File: src/rtl/cp0_pkg.sv
// Shared constants for the coprocessor-0 interrupt/exception block:
// register indices, exception codes and Status/Cause bit positions.
package cp0_pkg;

    // CP0 register indices
    localparam logic [4:0] REG_COUNT   = 5'd9;
    localparam logic [4:0] REG_COMPARE = 5'd11;
    localparam logic [4:0] REG_STATUS  = 5'd12;
    localparam logic [4:0] REG_CAUSE   = 5'd13;
    localparam logic [4:0] REG_EPC     = 5'd14;

    // Exception codes written into Cause.ExcCode
    localparam logic [4:0] EXC_INT     = 5'd0;
    localparam logic [4:0] EXC_SYSCALL = 5'd8;
    localparam logic [4:0] EXC_BREAK   = 5'd9;
    localparam logic [4:0] EXC_TEQ     = 5'd13;

    // Status bit positions
    localparam int ST_IE    = 0;
    localparam int ST_EXL   = 1;
    localparam int ST_OVF   = 2;
    localparam int ST_IM_LO = 8;

    // Cause bit positions
    localparam int CA_CODE_LO = 2;
    localparam int CA_IP_LO   = 8;
    localparam int IP_TIMER   = 7;

    // Only these synchronous exception codes are accepted; anything else is ignored
    function automatic logic exc_code_valid(input logic [4:0] code);
        return (code == EXC_SYSCALL) || (code == EXC_BREAK) || (code == EXC_TEQ);
    endfunction

endpackage

File: src/rtl/cp0_exc_stack.sv
// LIFO of saved {EPC, IE} words for nested exceptions. Entry 0 is the top.
// A push onto a full stack shifts the oldest entry out and keeps the depth.
module cp0_exc_stack #(
    parameter int DEPTH = 4,
    parameter int WIDTH = 33
) (
    input  logic             clk,
    input  logic             rst_n,
    input  logic             push,
    input  logic             pop,
    input  logic [WIDTH-1:0] din,
    output logic [WIDTH-1:0] top,
    output logic             full,
    output logic             empty
);

    localparam int CW = $clog2(DEPTH + 1);

    logic [WIDTH-1:0] entry_reg  [DEPTH];
    logic [WIDTH-1:0] entry_next [DEPTH];
    logic [CW-1:0]    depth_reg;
    logic             pop_en;

    // Push has precedence; popping an empty stack is a no-op
    assign pop_en = pop & ~push & ~empty;
    assign full   = (depth_reg == CW'(DEPTH));
    assign empty  = (depth_reg == '0);
    assign top    = entry_reg[0];

    genvar gi;
    generate
        for (gi = 0; gi < DEPTH; gi++) begin : g_entry
            logic [WIDTH-1:0] shift_in;
            logic [WIDTH-1:0] shift_out;
            if (gi == 0) begin : g_first
                assign shift_in = din;
            end else begin : g_inner_in
                assign shift_in = entry_reg[gi-1];
            end
            if (gi == DEPTH - 1) begin : g_last
                assign shift_out = '0;
            end else begin : g_inner_out
                assign shift_out = entry_reg[gi+1];
            end
            assign entry_next[gi] = push   ? shift_in  :
                                    pop_en ? shift_out : entry_reg[gi];
        end
    endgenerate

    // Shift the entries and track occupancy
    always_ff @(posedge clk or negedge rst_n) begin
        if (!rst_n) begin
            for (int i = 0; i < DEPTH; i++) begin
                entry_reg[i] <= '0;
            end
            depth_reg <= '0;
        end else begin
            entry_reg <= entry_next;
            if (push && !full) begin
                depth_reg <= depth_reg + 1'b1;
            end else if (pop_en) begin
                depth_reg <= depth_reg - 1'b1;
            end
        end
    end

endmodule

File: src/rtl/cp0_intc.sv
// Coprocessor-0: Status/Cause/EPC/Count/Compare, maskable external and timer
// interrupts, synchronous exceptions and eret with a nesting stack.
// One event acts per enabled cycle: eret > exception > interrupt > mtc0.
module cp0_intc
    import cp0_pkg::*;
#(
    parameter int          N_IRQ       = 6,
    parameter int          STACK_DEPTH = 4,
    parameter logic [31:0] EXC_VECTOR  = 32'h0000_0004,
    parameter bit          TIMER_EN    = 1'b1
) (
    input  logic             clk,
    input  logic             rst_n,
    input  logic             ena,
    input  logic             mfc0,
    input  logic             mtc0,
    input  logic             eret,
    input  logic             exc_req,
    input  logic [4:0]       exc_code,
    input  logic [4:0]       rd,
    input  logic [31:0]      pc,
    input  logic [31:0]      wdata,
    input  logic [N_IRQ-1:0] irq,
    output logic [31:0]      rdata,
    output logic             redirect,
    output logic [31:0]      exc_addr,
    output logic             in_exc
);

    logic [31:0] epc_reg;
    logic        ie_reg;
    logic        ovf_reg;
    logic [7:0]  im_reg;
    logic [4:0]  exc_code_reg;
    logic [31:0] count_reg;
    logic [31:0] count_next;
    logic [31:0] compare_reg;
    logic        timer_ip_reg;

    logic [7:0]  ip;
    logic        exc_valid, irq_pend;
    logic        do_eret, do_exc, do_int, do_mtc0, take;
    logic        compare_wr;
    logic [32:0] stack_top;
    logic        stack_full, stack_empty;
    logic [31:0] status_val, cause_val;

    // Interrupt-pending vector: external lines low, timer on bit 7
    genvar gi;
    generate
        for (gi = 0; gi < IP_TIMER; gi++) begin : g_ip
            if (gi < N_IRQ) begin : g_line
                assign ip[gi] = irq[gi];
            end else begin : g_unused
                assign ip[gi] = 1'b0;
            end
        end
    endgenerate
    assign ip[IP_TIMER] = timer_ip_reg;

    // Event arbitration; losers of a cycle are simply dropped
    assign exc_valid = exc_req & exc_code_valid(exc_code);
    assign irq_pend  = ie_reg & (|(ip & im_reg));
    assign do_eret   = ena & eret;
    assign do_exc    = ena & ~eret & exc_valid;
    assign do_int    = ena & ~eret & ~exc_valid & irq_pend;
    assign do_mtc0   = ena & ~eret & ~exc_valid & ~irq_pend & mtc0;
    assign take      = do_exc | do_int;

    assign redirect  = take | do_eret;
    assign exc_addr  = take ? EXC_VECTOR : (do_eret ? epc_reg : 32'h0);
    assign in_exc    = ~stack_empty;

    cp0_exc_stack #(
        .DEPTH (STACK_DEPTH),
        .WIDTH (33)
    ) u_stack (
        .clk   (clk),
        .rst_n (rst_n),
        .push  (take),
        .pop   (do_eret),
        .din   ({epc_reg, ie_reg}),
        .top   (stack_top),
        .full  (stack_full),
        .empty (stack_empty)
    );

    // Assemble Status and Cause views
    always_comb begin
        status_val                  = '0;
        status_val[ST_IE]           = ie_reg;
        status_val[ST_EXL]          = in_exc;
        status_val[ST_OVF]          = ovf_reg;
        status_val[ST_IM_LO +: 8]   = im_reg;
        cause_val                   = '0;
        cause_val[CA_CODE_LO +: 5]  = exc_code_reg;
        cause_val[CA_IP_LO +: 8]    = ip;
    end

    // mfc0 read mux; always shows the value before this cycle's update
    always_comb begin
        rdata = '0;
        if (mfc0) begin
            case (rd)
                REG_COUNT:   rdata = count_reg;
                REG_COMPARE: rdata = compare_reg;
                REG_STATUS:  rdata = status_val;
                REG_CAUSE:   rdata = cause_val;
                REG_EPC:     rdata = epc_reg;
                default:     rdata = '0;
            endcase
        end
    end

    // Next Count: increment, unless mtc0 Count wins this cycle
    always_comb begin
        count_next = count_reg + 32'd1;
        if (do_mtc0 && (rd == REG_COUNT)) begin
            count_next = wdata;
        end
    end
    assign compare_wr = do_mtc0 && (rd == REG_COMPARE);

    // Count/Compare and the sticky timer interrupt
    always_ff @(posedge clk or negedge rst_n) begin
        if (!rst_n) begin
            count_reg    <= '0;
            compare_reg  <= '0;
            timer_ip_reg <= 1'b0;
        end else if (ena && TIMER_EN) begin
            count_reg <= count_next;
            if (compare_wr) begin
                compare_reg  <= wdata;
                timer_ip_reg <= 1'b0;
            end else if (count_next == compare_reg) begin
                timer_ip_reg <= 1'b1;
            end
        end
    end

    // EPC, IE, OVF, IM and ExcCode updates for the winning event
    always_ff @(posedge clk or negedge rst_n) begin
        if (!rst_n) begin
            epc_reg      <= '0;
            ie_reg       <= 1'b0;
            ovf_reg      <= 1'b0;
            im_reg       <= '0;
            exc_code_reg <= '0;
        end else if (do_eret) begin
            if (!stack_empty) begin
                {epc_reg, ie_reg} <= stack_top;
            end else begin
                ie_reg <= 1'b1;
            end
        end else if (take) begin
            epc_reg      <= pc;
            ie_reg       <= 1'b0;
            exc_code_reg <= do_exc ? exc_code : EXC_INT;
            if (stack_full) begin
                ovf_reg <= 1'b1;
            end
        end else if (do_mtc0) begin
            case (rd)
                REG_STATUS: begin
                    ie_reg  <= wdata[ST_IE];
                    ovf_reg <= wdata[ST_OVF];
                    im_reg  <= wdata[ST_IM_LO +: 8];
                end
                REG_EPC: epc_reg <= wdata;
                default: ;
            endcase
        end
    end

endmodule

File: config.mk
export PLATFORM = sky130hd
export DESIGN_NAME = cp0_intc
export DESIGN_NICKNAME = d
export VERILOG_FILES = /design/src/rtl/cp0_pkg.sv /design/src/rtl/cp0_exc_stack.sv /design/src/rtl/cp0_intc.sv
export SDC_FILE = /design/constraint.sdc
export NUM_CORES = 1
export LEC_CHECK = 0
export ABC_CLOCK_PERIOD_IN_PS = 7100
export CORE_ASPECT_RATIO = 0.7
export CORE_MARGIN = 5
export CORE_UTILIZATION = 54
export CTS_BUF_LIST = sky130_fd_sc_hd__clkbuf_4
export CTS_CLUSTER_DIAMETER = 100
export DETAILED_ROUTE_END_ITERATION = 8
export PLACE_DENSITY = 0.87
export SETUP_SLACK_MARGIN = 0.05
export SYNTH_ARGS = -nofsm -noshare
export SYNTH_HDL_FRONTEND = slang
export SYNTH_SLANG_ARGS = --single-unit
File: constraint.sdc
create_clock -name clk -period 7.1 [get_ports clk]
set_input_delay 1.065 -clock clk [delete_from_list [all_inputs] [get_ports clk]]
set_output_delay 1.065 -clock clk [all_outputs]
set_load 0.1 [all_outputs]
==> results.md <==
* Status: finished, final reports clean
* FF-to-FF setup slack at between 2000 and 3000 ps
* Root Buffer: clkbuf_4
* Maxcap violations at 0
* Layout Area Growth over Synthesis at 17.7%
* Fmax at 193 MHz
* Post-synth EDFFs at 0
* Slowest CP cell: clkdlybuf4s50_1
* Most common cell on crit path: clkdlybuf4s50_1
* Dpl ws at around 1900 ps
* Worst-Skew Late Latency at roughly 770 ps
* Comb pwr share at 0.275
* Die Wd at a little over 200 microns
* Worst setup margin at about 1900 ps
* Worst r2r src: count_reg[2]
* Worst hold slack at 241 ps
* Remaining DRCs at 0
* Placer Congestion at approximately 1
* Largest register FFs at a little under 100
* Cell count of the worst reg-to-reg path at 8
* Clk slew on worst S/H paths at around 90 ps
* Antenna viol nets, final at 0
* CTS tree: yes
* Core box area at roughly 25000 sq um
* Die Y at approximately 140 microns
* RSZ-0062 raised after global routing: false
* Count leader, synth: nand2_1
* First-pass DRT Iterations at 6
* H-tree depth at 2
* Via-per-instance ratio at roughly 6.4
* Dpl cells at about 2000
* CTS Sinks at 247
* Tcrit/Tclk final at 0.729
* Netlist cell types at between 70 and 80
* Top cells by count, synth: nand2_1 (358), dfrtp_1 (247), nor2_1 (170), clkbuf_1 (107), a22oi_1 (102)
* Synth top area share at 0.446
* Initial Util at 0.544
* Worst r2r dst: timer_ip_reg
* Clock period minus final worst setup slack at between 5000 and 6000 ps
* Int Power at 2.82 mW
* Lkg Pwr at between 7 and 8 nW
* Post-synthesis cell count at roughly 1600
* Largest stage delay on the critical path at 1170 ps
* GRT overflow at 0
* Most area-hungry cell type in the Yosys netlist: dfrtp_1
* # IOs at 153
* Worst Skew at 58.7 ps
* Flop pwr share at 0.462
* Postcts setup bufs at 0
* Worst Hold Class: in -> async
* Flop and latch count out of synthesis at 247
* Vias in the first global route at roughly 13000
* Most used DFF post-synth: dfrtp_1
* Total vias in the final route at ~14000
* Switching Fraction at 0.403
* Slew HR at 0.157
* Cell Rows at 49
* Nets at 1827
* Asr flop ratio synth at 1.00
* Fin area at roughly 16000 sq um
* Post-route core utilization at 0.640
* Clk buf depth at 3
* # setup viols final at 0
* Cts hold-fix bufs at 0
* First-pass GRT wire length at roughly 75000 microns
* Switching pwr at about 1.9 mW
* DP Wirelength at about 34000 microns
* Clk network pwr share at 0.263
* Synthesized cell area at 13800 sq um
* Slew @ Worst Pin at ~1300 ps
* Syn Nets at 1720
* Drt initial violations at ~2000
* Power per cell area at around 290 nW/um^2
* Sequential area share after synthesis at 0.446
* Port Buffers at about 150
* Wire per inst at approximately 23 microns
* DP Area at roughly 15000 sq um
* Worst Setup Start Kind: input port
* Largest net degree at the start of global routing at 189
* Ys Warns at 0
* Layout cells sized above 1 at 0.111
* Critical Path, Cell by Cell: clkdlybuf4s50_1 -> nor2b_1 -> nand2_1 -> nor3b_2 -> buf_4 -> a221oi_1 -> nor2_1 -> clkdlybuf4s50_1
* Crit Path Max Fanout at 33
* Setup crit end kind: output pin
* Cell Count, Final, Fillers Out at approximately 2100
* Total power at 4.72 mW
* Avg Cell Area, Syn at roughly 8.5 sq um
* Worst vdd ir at slightly below 0.0002 V
* Top cells by area, synth: dfrtp_1 (45%), nand2_1 (9.7%), a22oi_1 (5.5%), nor2_1 (4.6%), a31oi_1 (3.3%)
* WP data required at between 6000 and 7000 ps
* Tot GR Track Use at 0.331
* Post_cts resized at 0
* Die ar. at 29000 sq um
* Crit path DAT at between 4000 and 5000 ps
* Setup TNS at 0 ps
* Type of the worst setup path: in -> out
* Slew Limit Fails at 0
* DRT Wirelength at about 49000 microns
* Antenna violations before repair at 3
* Hold Vio Cnt, Final at 0
* CTS Buf Count at about 60
[power by group through the flow]
stage	Combinational, mW	Sequential [mW]	Clock (mW)
after floorplan	0.970	1.98	0
after global placement	1.23	2.17	0
after detailed placement	1.28	2.18	0
after CTS	1.28	2.16	1.26
after global routing	1.40	2.22	1.34
final	1.30	2.18	1.24
[layout make-up]
cell class / instances / area [sq um]
fillers: 2097 / 9150
inverters: 31 / 116
clock inverters: 25 / 128
flip-flops and latches: 247 / 6180
clock buffers: 90 / 676
repair buffers: 174 / 1670
multi-input cells: 1223 / 7110
diodes: 2 / 5.00
well taps: 331 / 414
[layout by cell type (no fill, tap or decap), types with 7 or more instances in the layout]
| cell | synthesis | routed |
|---|---|---|
| a31oi_1 | 74 | 74 |
| nand3_1 | 57 | 57 |
| and3_1 | 37 | 37 |
| mux2i_1 | 42 | 42 |
| nand2_1 | 358 | 356 |
| mux2_2 | 37 | 37 |
| a22oi_1 | 102 | 102 |
| nand2b_1 | 7 | 7 |
| nor4_1 | 13 | 13 |
| a21oi_1 | 62 | 62 |
| clkinv_1 | 1 | 21 |
| and2_1 | 11 | 10 |
| buf_4 | 0 | 31 |
| clkdlybuf4s50_1 | 0 | 139 |
| nand4_1 | 19 | 19 |
| o21ai_0 | 44 | 44 |
| nor2_1 | 170 | 167 |
| o22ai_1 | 8 | 8 |
| nor3_1 | 15 | 15 |
| dfrtp_1 | 247 | 247 |
| xor2_1 | 18 | 18 |
| clkbuf_4 | 0 | 90 |
| a221oi_1 | 17 | 17 |
| xnor2_1 | 25 | 25 |
| inv_1 | 30 | 30 |
[critical path: cells and delay by family]
family,cells,cell delay (ps)
buffers and inverters,3,2100
AND/OR/NAND/NOR,4,750
AO/OA/AOI/OAI,1,190
[cell families after synthesis]
| kind of cell | count (synthesis) | share of synthesized area |
|---|---|---|
| compound gates | 370 | 0.182 |
| xor+xnor | 44 | 0.0289 |
| fa+ha+maj | 2 | 0.00235 |
| buf+inv | 161 | 0.0448 |
| flops | 247 | 0.446 |
| mux | 79 | 0.0604 |
| simple gates | 728 | 0.235 |
[worst max-delay path by stage]
| stage | start | slack, ps | cells after the start | end |
|---|---|---|---|---|
| floorplan | rd[1] | 2370 | 5 | rdata[10] |
| global placement | eret | 2040 | 7 | epc_reg[2] |
| detailed placement | eret | 1930 | 7 | epc_reg[2] |
| CTS | rd[3] | 1980 | 8 | rdata[5] |
| global route | irq[2] | 1770 | 7 | exc_addr[2] |
| finish | rd[3] | 1920 | 8 | rdata[5] |
[metal layers]
layer,vias to the layer above,share of wire,GRT usage
li1,6034,-,-
met1,6558,0.42,0.458
met2,923,0.41,0.478
met3,135,0.13,0.120
met4,4,0.039,0.130
met5,-,0.00049,0
(Power assumes the default switching activity.)
